## config.mk

```make
export PLATFORM = sky130hd
export DESIGN_NAME = square_analyzer
export DESIGN_NICKNAME = d
export VERILOG_FILES = /design/src/rtl/square_analyzer.sv
export SDC_FILE = /design/constraint.sdc
export NUM_CORES = 1
export LEC_CHECK = 0
export BUFFER_PORTS_ARGS = -buffer_cell sky130_fd_sc_hd__buf_4
export CORE_UTILIZATION = 58
export CTS_CLUSTER_DIAMETER = 80
export DETAILED_ROUTE_END_ITERATION = 10
export PLACE_DENSITY = 0.82
export SKIP_LAST_GASP = 1
export SYNTH_ARGS = -nofsm -noshare
export SYNTH_HDL_FRONTEND = slang
export SYNTH_SLANG_ARGS = --single-unit
export TNS_END_PERCENT = 30
```

## constraint.sdc

```tcl
create_clock -name clk -period 5.3 [get_ports clk]
set_clock_uncertainty 0.2 [all_clocks]
set_input_delay 0.795 -clock clk [delete_from_list [all_inputs] [get_ports clk]]
set_output_delay 0.795 -clock clk [all_outputs]
set_load 0.02 [all_outputs]
```

## src/rtl/square_analyzer.sv

```systemverilog
// Square-wave analyzer: measures half-period, wave length and amplitude of a sample stream, locks onto a stable wave.
// Define SQUARE_ANALYZER_RESYNC_EN to drive the set/set_sample/set_counter generator resync strobe.
module square_analyzer #(
    parameter int          LOCK_COUNT = 3,
    parameter int          TOLERANCE  = 1,
    parameter logic [15:0] MAX_HALF   = 16'hFFFF
) (
    input  logic        clk,
    input  logic        reset,
    input  logic        sample_valid,
    input  logic [31:0] sample,
    output logic        locked,
    output logic [15:0] wave_length,
    output logic [31:0] amplitude,
    output logic [15:0] phase,
    output logic        polarity,
    output logic        set,
    output logic [31:0] set_sample,
    output logic [15:0] set_counter
);

    typedef enum logic [1:0] {SEARCH, ACQUIRE_FIRST, ACQUIRE, LOCKED} state_t;

    localparam logic [4:0]  LOCK_TGT = 5'(LOCK_COUNT);
    localparam logic [15:0] TOL      = 16'(TOLERANCE);

    state_t      state_q, state_d;
    logic [15:0] half_count;
    logic [15:0] ref_half;
    logic [3:0]  match_cnt;
    logic [31:0] peak;

    logic        pol_in;
    logic        edge_det;
    logic        timeout;
    logic        is_match;
    logic        lock_hit;
    logic [31:0] abs_s;
    logic [31:0] peak_max;
    logic [15:0] diff;
    logic [4:0]  match_next;
    logic [16:0] twice;
    logic [15:0] wl_sat;

    // The most negative sample has no positive twin, so its magnitude saturates.
    always_comb begin
        pol_in     = ~sample[31];
        edge_det   = sample_valid && (pol_in != polarity);
        timeout    = sample_valid && !edge_det && (half_count == MAX_HALF);
        if (sample == 32'h8000_0000)
            abs_s = 32'h7FFF_FFFF;
        else if (sample[31])
            abs_s = -sample;
        else
            abs_s = sample;
        peak_max   = (abs_s > peak) ? abs_s : peak;
        diff       = (half_count >= ref_half) ? (half_count - ref_half) : (ref_half - half_count);
        is_match   = (diff <= TOL);
        match_next = {1'b0, match_cnt} + 5'd1;
        lock_hit   = is_match && (match_next >= LOCK_TGT);
        twice      = {ref_half, 1'b0};
        wl_sat     = twice[16] ? 16'hFFFF : twice[15:0];
    end

    always_ff @(posedge clk or posedge reset) begin
        if (reset)
            state_q <= SEARCH;
        else
            state_q <= state_d;
    end

    // An edge always wins over a timeout on the same sample.
    always_comb begin
        state_d = state_q;
        if (edge_det) begin
            case (state_q)
                SEARCH:        state_d = ACQUIRE_FIRST;
                ACQUIRE_FIRST: state_d = ACQUIRE;
                ACQUIRE:       state_d = lock_hit ? LOCKED : ACQUIRE;
                LOCKED:        state_d = is_match ? LOCKED : ACQUIRE;
                default:       state_d = SEARCH;
            endcase
        end else if (timeout) begin
            state_d = SEARCH;
        end
    end

    always_comb begin
        locked = (state_q == LOCKED);
        phase  = half_count;
    end

    always_ff @(posedge clk or posedge reset) begin
        if (reset) begin
            polarity    <= 1'b1;
            half_count  <= '0;
            ref_half    <= '0;
            match_cnt   <= '0;
            peak        <= '0;
            amplitude   <= '0;
            wave_length <= '0;
        end else if (sample_valid) begin
            if (edge_det) begin
                polarity   <= pol_in;
                half_count <= 16'd1;
                peak       <= abs_s;
                if (state_q != SEARCH)
                    amplitude <= peak;
                case (state_q)
                    ACQUIRE_FIRST: begin
                        ref_half  <= half_count;
                        match_cnt <= '0;
                    end
                    ACQUIRE: begin
                        if (is_match) begin
                            match_cnt <= match_next[3:0];
                            if (lock_hit)
                                wave_length <= wl_sat;
                        end else begin
                            ref_half  <= half_count;
                            match_cnt <= '0;
                        end
                    end
                    LOCKED: begin
                        if (!is_match) begin
                            ref_half  <= half_count;
                            match_cnt <= '0;
                        end
                    end
                    default: ;
                endcase
            end else begin
                peak <= peak_max;
                if (timeout)
                    match_cnt <= '0;
                else
                    half_count <= half_count + 16'd1;
            end
        end
    end

`ifdef SQUARE_ANALYZER_RESYNC_EN
    logic set_hit;

    // The load counter is 2: the edge sample was count 1, plus one cycle of strobe latency.
    always_comb begin
        set_hit = edge_det && (state_d == LOCKED);
    end

    always_ff @(posedge clk or posedge reset) begin
        if (reset) begin
            set         <= 1'b0;
            set_sample  <= '0;
            set_counter <= '0;
        end else begin
            set         <= set_hit;
            set_sample  <= set_hit ? (pol_in ? peak : -peak) : 32'd0;
            set_counter <= set_hit ? 16'd2 : 16'd0;
        end
    end
`else
    assign set         = 1'b0;
    assign set_sample  = '0;
    assign set_counter = '0;
`endif

endmodule

```

==> results.md <==
* Gr usage total at 30.8%
* Placed Cells at 1365
* GRT overflow at 0
* Peak VDD IR at 0.000282 V
* Fin. Hold Viols at 0
* Critical Path RT at 5.38 ns
* CP arrival at 5.07 ns
* Met1 Usage GRT at 37.2%
* Crit path from: sample[5]
* Final #Nets at 1275
* Synth Area per Inst at 8.79 um2
* Mapped Cells at 1063
* Post-CTS Setup Bufs at 0
* Sequential share of the synthesized area at 31.9%
* Yosys cell types at 73
* Htree depth at 4
* Clock sinks at 119
* Fin area at 10900 um2
* Hold Crit Class: reg -> reg
* PwrDens at 480 nW/um2
* Outcome: finished, final reports clean
* Inserted Clock Buffers at 17
* Syn Std Cell Area at 9350 um2
* Grt peak-use layer: met2
* Tcrit/Tclk final at 94.2%
* Global-route wire length before repair at 40.2 mm
* RSZ-0062 raised after global routing: no
* Worst reg2reg path depth at 14
* Initial antenna violation count at 0
* Commonest register cell after synthesis: dfrtp_1
* Worst skew pair latency at 0.42 ns
* Max clock buf depth at 2
* Synth async-reset ratio at 100%
* Most frequent cells in the layout: buf_4 (140), dfrtp_1 (118), inv_1 (93)
* Rows at 46
* Final wirelength at 24.3 mm
* Static leakage at 5.24 nW
* CTS tree: done
* Filler cell count at 1260
* CORE AREA at 15800 um2
* Via-to-Cell Ratio at 6.01
* Avg WL per Cell at 17.4 um
* Post-CTS Hold Fix Bufs at 0
* Layout area overhead at 17.1%
* Min Tclk post-route at 4.99 ns
* Worst r2r src: phase[0]
* Final cell count without fillers at 1397
* Reg clk slew, reported paths at 0.06 ns
* Share of the synthesized area in the top cell type at 31.6%
* CTS resizes at 0
* CP Launch Type: input port
* Fmax at 200 MHz
* EDFF count, synth at 0
* Commonest non-fill, non-tap cell in the layout: buf_4
* Max cap viols at 0
* Die area at 16600 um2
* I/O Buffers at 100
* Area leader, netlist: dfrtp_1
* DR iter-0 viols at 657
* Met3 usage at 5.95%
* Final HPWL DP at 18.4 mm
* CP Max Fanout at 16
* Least-Margin Pin Slew at 1.05 ns
* Layout cell share with drive strength beyond 1 at 19.1%
* Pre-Repair DR Iteration Count at 5
* Met2 Use GR at 53.9%
* Worst reg2reg path endpoint: wave_length[4]
* Routability Congestion at 0.952
* Final setup vio count at 0
* Die Wd at 129 um
* Largest net degree at the start of global routing at 80
* Root Buffer: clkbuf_16
* Vias in the first global route at 8271
* IO Count at 150
* Largest cells by area after synthesis: dfrtp_1 (32%), ha_1 (9.4%), mux2i_1 (4.1%), buf_4 (4.0%), mux2_2 (4.0%)
* Count of final max-slew check failures at 0
* Class of the most critical setup path: in -> reg
* Area taken by multi-input logic gates at 5580 um2
* Worst Setup End Kind: register
* Dpl ws at -0.0291 ns
* R2r setup slk at 0.64 ns
* Placed cell area at 10300 um2
* CP endpoint: peak[31]
* Rel. slew slack at 30.0%
* Setup_tns at 0 ns
* Antenna viol nets, final at 0
* Reg area at 2980 um2
* ANT cells at 0
* DRC Markers at 0
* Effective utilization at floorplan at 59.0%
* Via Count at 8397
* Die Y at 129 um
* Synth warn at 0
* Yosys reg bits at 119
* Worst setup margin at 0.308 ns
-- kinds of logic (layout without fill, tap and decap cells) --
kind of cell,after synthesis,after routing,share of synthesized area [%]
flip-flops,119,119,31.9
other,1,49,0.0401
adder cells (fa/ha/maj),72,72,9.80
AND/OR/NAND/NOR,282,282,15.3
AO/OA/AOI/OAI,264,264,19.2
multiplexers,73,73,8.29
XOR/XNOR,52,52,4.87
buffers and inverters,200,270,10.6
-- metrics by stage --
step           util [%]  hold WS, ns  power, mW
2_1_floorplan         -        0.301       3.22
5_1_grt            69.2        0.316       5.60
3_3_place_gp       65.2        0.275       3.92
4_1_cts            69.2        0.300       5.25
3_5_place_dp       65.2        0.284       3.99
6_report           69.2        0.298       5.26
-- Yosys cell counts (11+ instances only) --
cell / number
nand3_1: 40
mux2i_1: 38
nand4_1: 40
ha_1: 70
o211ai_1: 21
a21oi_1: 50
xor2_1: 28
mux2_2: 33
clkbuf_1: 50
a22oi_1: 19
buf_4: 50
o21a_1: 13
xnor2_1: 24
or3_1: 11
o21ai_0: 58
inv_1: 94
dfrtp_1: 118
nand2_1: 63
nor2_1: 62
a21o_1: 23
a2bb2oi_1: 11
-- cell type report --
type	count	area share [%]
multi-input cells	792	51.0
well taps	216	2.47
clock inverters	14	1.84
inverters	94	3.25
repair buffers	144	10.3
flip-flops and latches	119	27.2
clock buffers	18	3.92
-- worst min-delay path by stage --
stage | startpoint | endpoint | slack, ns | depth (start not counted)
2_1_floorplan | peak[27] | amplitude[27] | 0.30 | 1
3_3_place_gp | wave_length[0] | wave_length[0] | 0.28 | 1
3_5_place_dp | wave_length[0] | wave_length[0] | 0.28 | 1
4_1_cts | wave_length[0] | wave_length[0] | 0.30 | 1
5_1_grt | polarity | polarity | 0.32 | 2
6_report | wave_length[0] | wave_length[0] | 0.30 | 1
-- flip-flops by register name, indices dropped and copies added, names as in the netlist --
name	cells
amplitude	32
match_cnt	4
wave_length	16
ref_half	16
peak	32
polarity	1
phase	16
state_q	2
-- power by group --
part / total, mW / internal [mW] / switching [mW]
sequential: 1.44 / 1.18 / 0.256
combinational: 2.59 / 1.18 / 1.41
clock: 1.23 / 0.790 / 0.443
total: 5.26 / 3.15 / 2.11
-- worst max-delay path: stages --
cell and delay [ns]:
buf_4 0.12, or3_1 0.44, nor3_1 0.43, nand3_1 0.15, or4_1 0.50, o31ai_1 0.32
mux2i_1 0.41, ha_1 0.33, nand4_1 0.12, nor4_1 0.07, buf_4 0.14, nand2_1 0.16
o21ai_2 0.08, buf_4 0.20, nor4_1 0.50, o21ai_0 0.16, o311ai_0 0.16
-- routing by layer --
metal | vias up | share of wire (%)
met4 | 0 | 3.2
met5 | - | 0
met3 | 70 | 5.6
met2 | 340 | 50
li1 | 3935 | -
met1 | 4052 | 41
(Power assumes the default switching activity.)
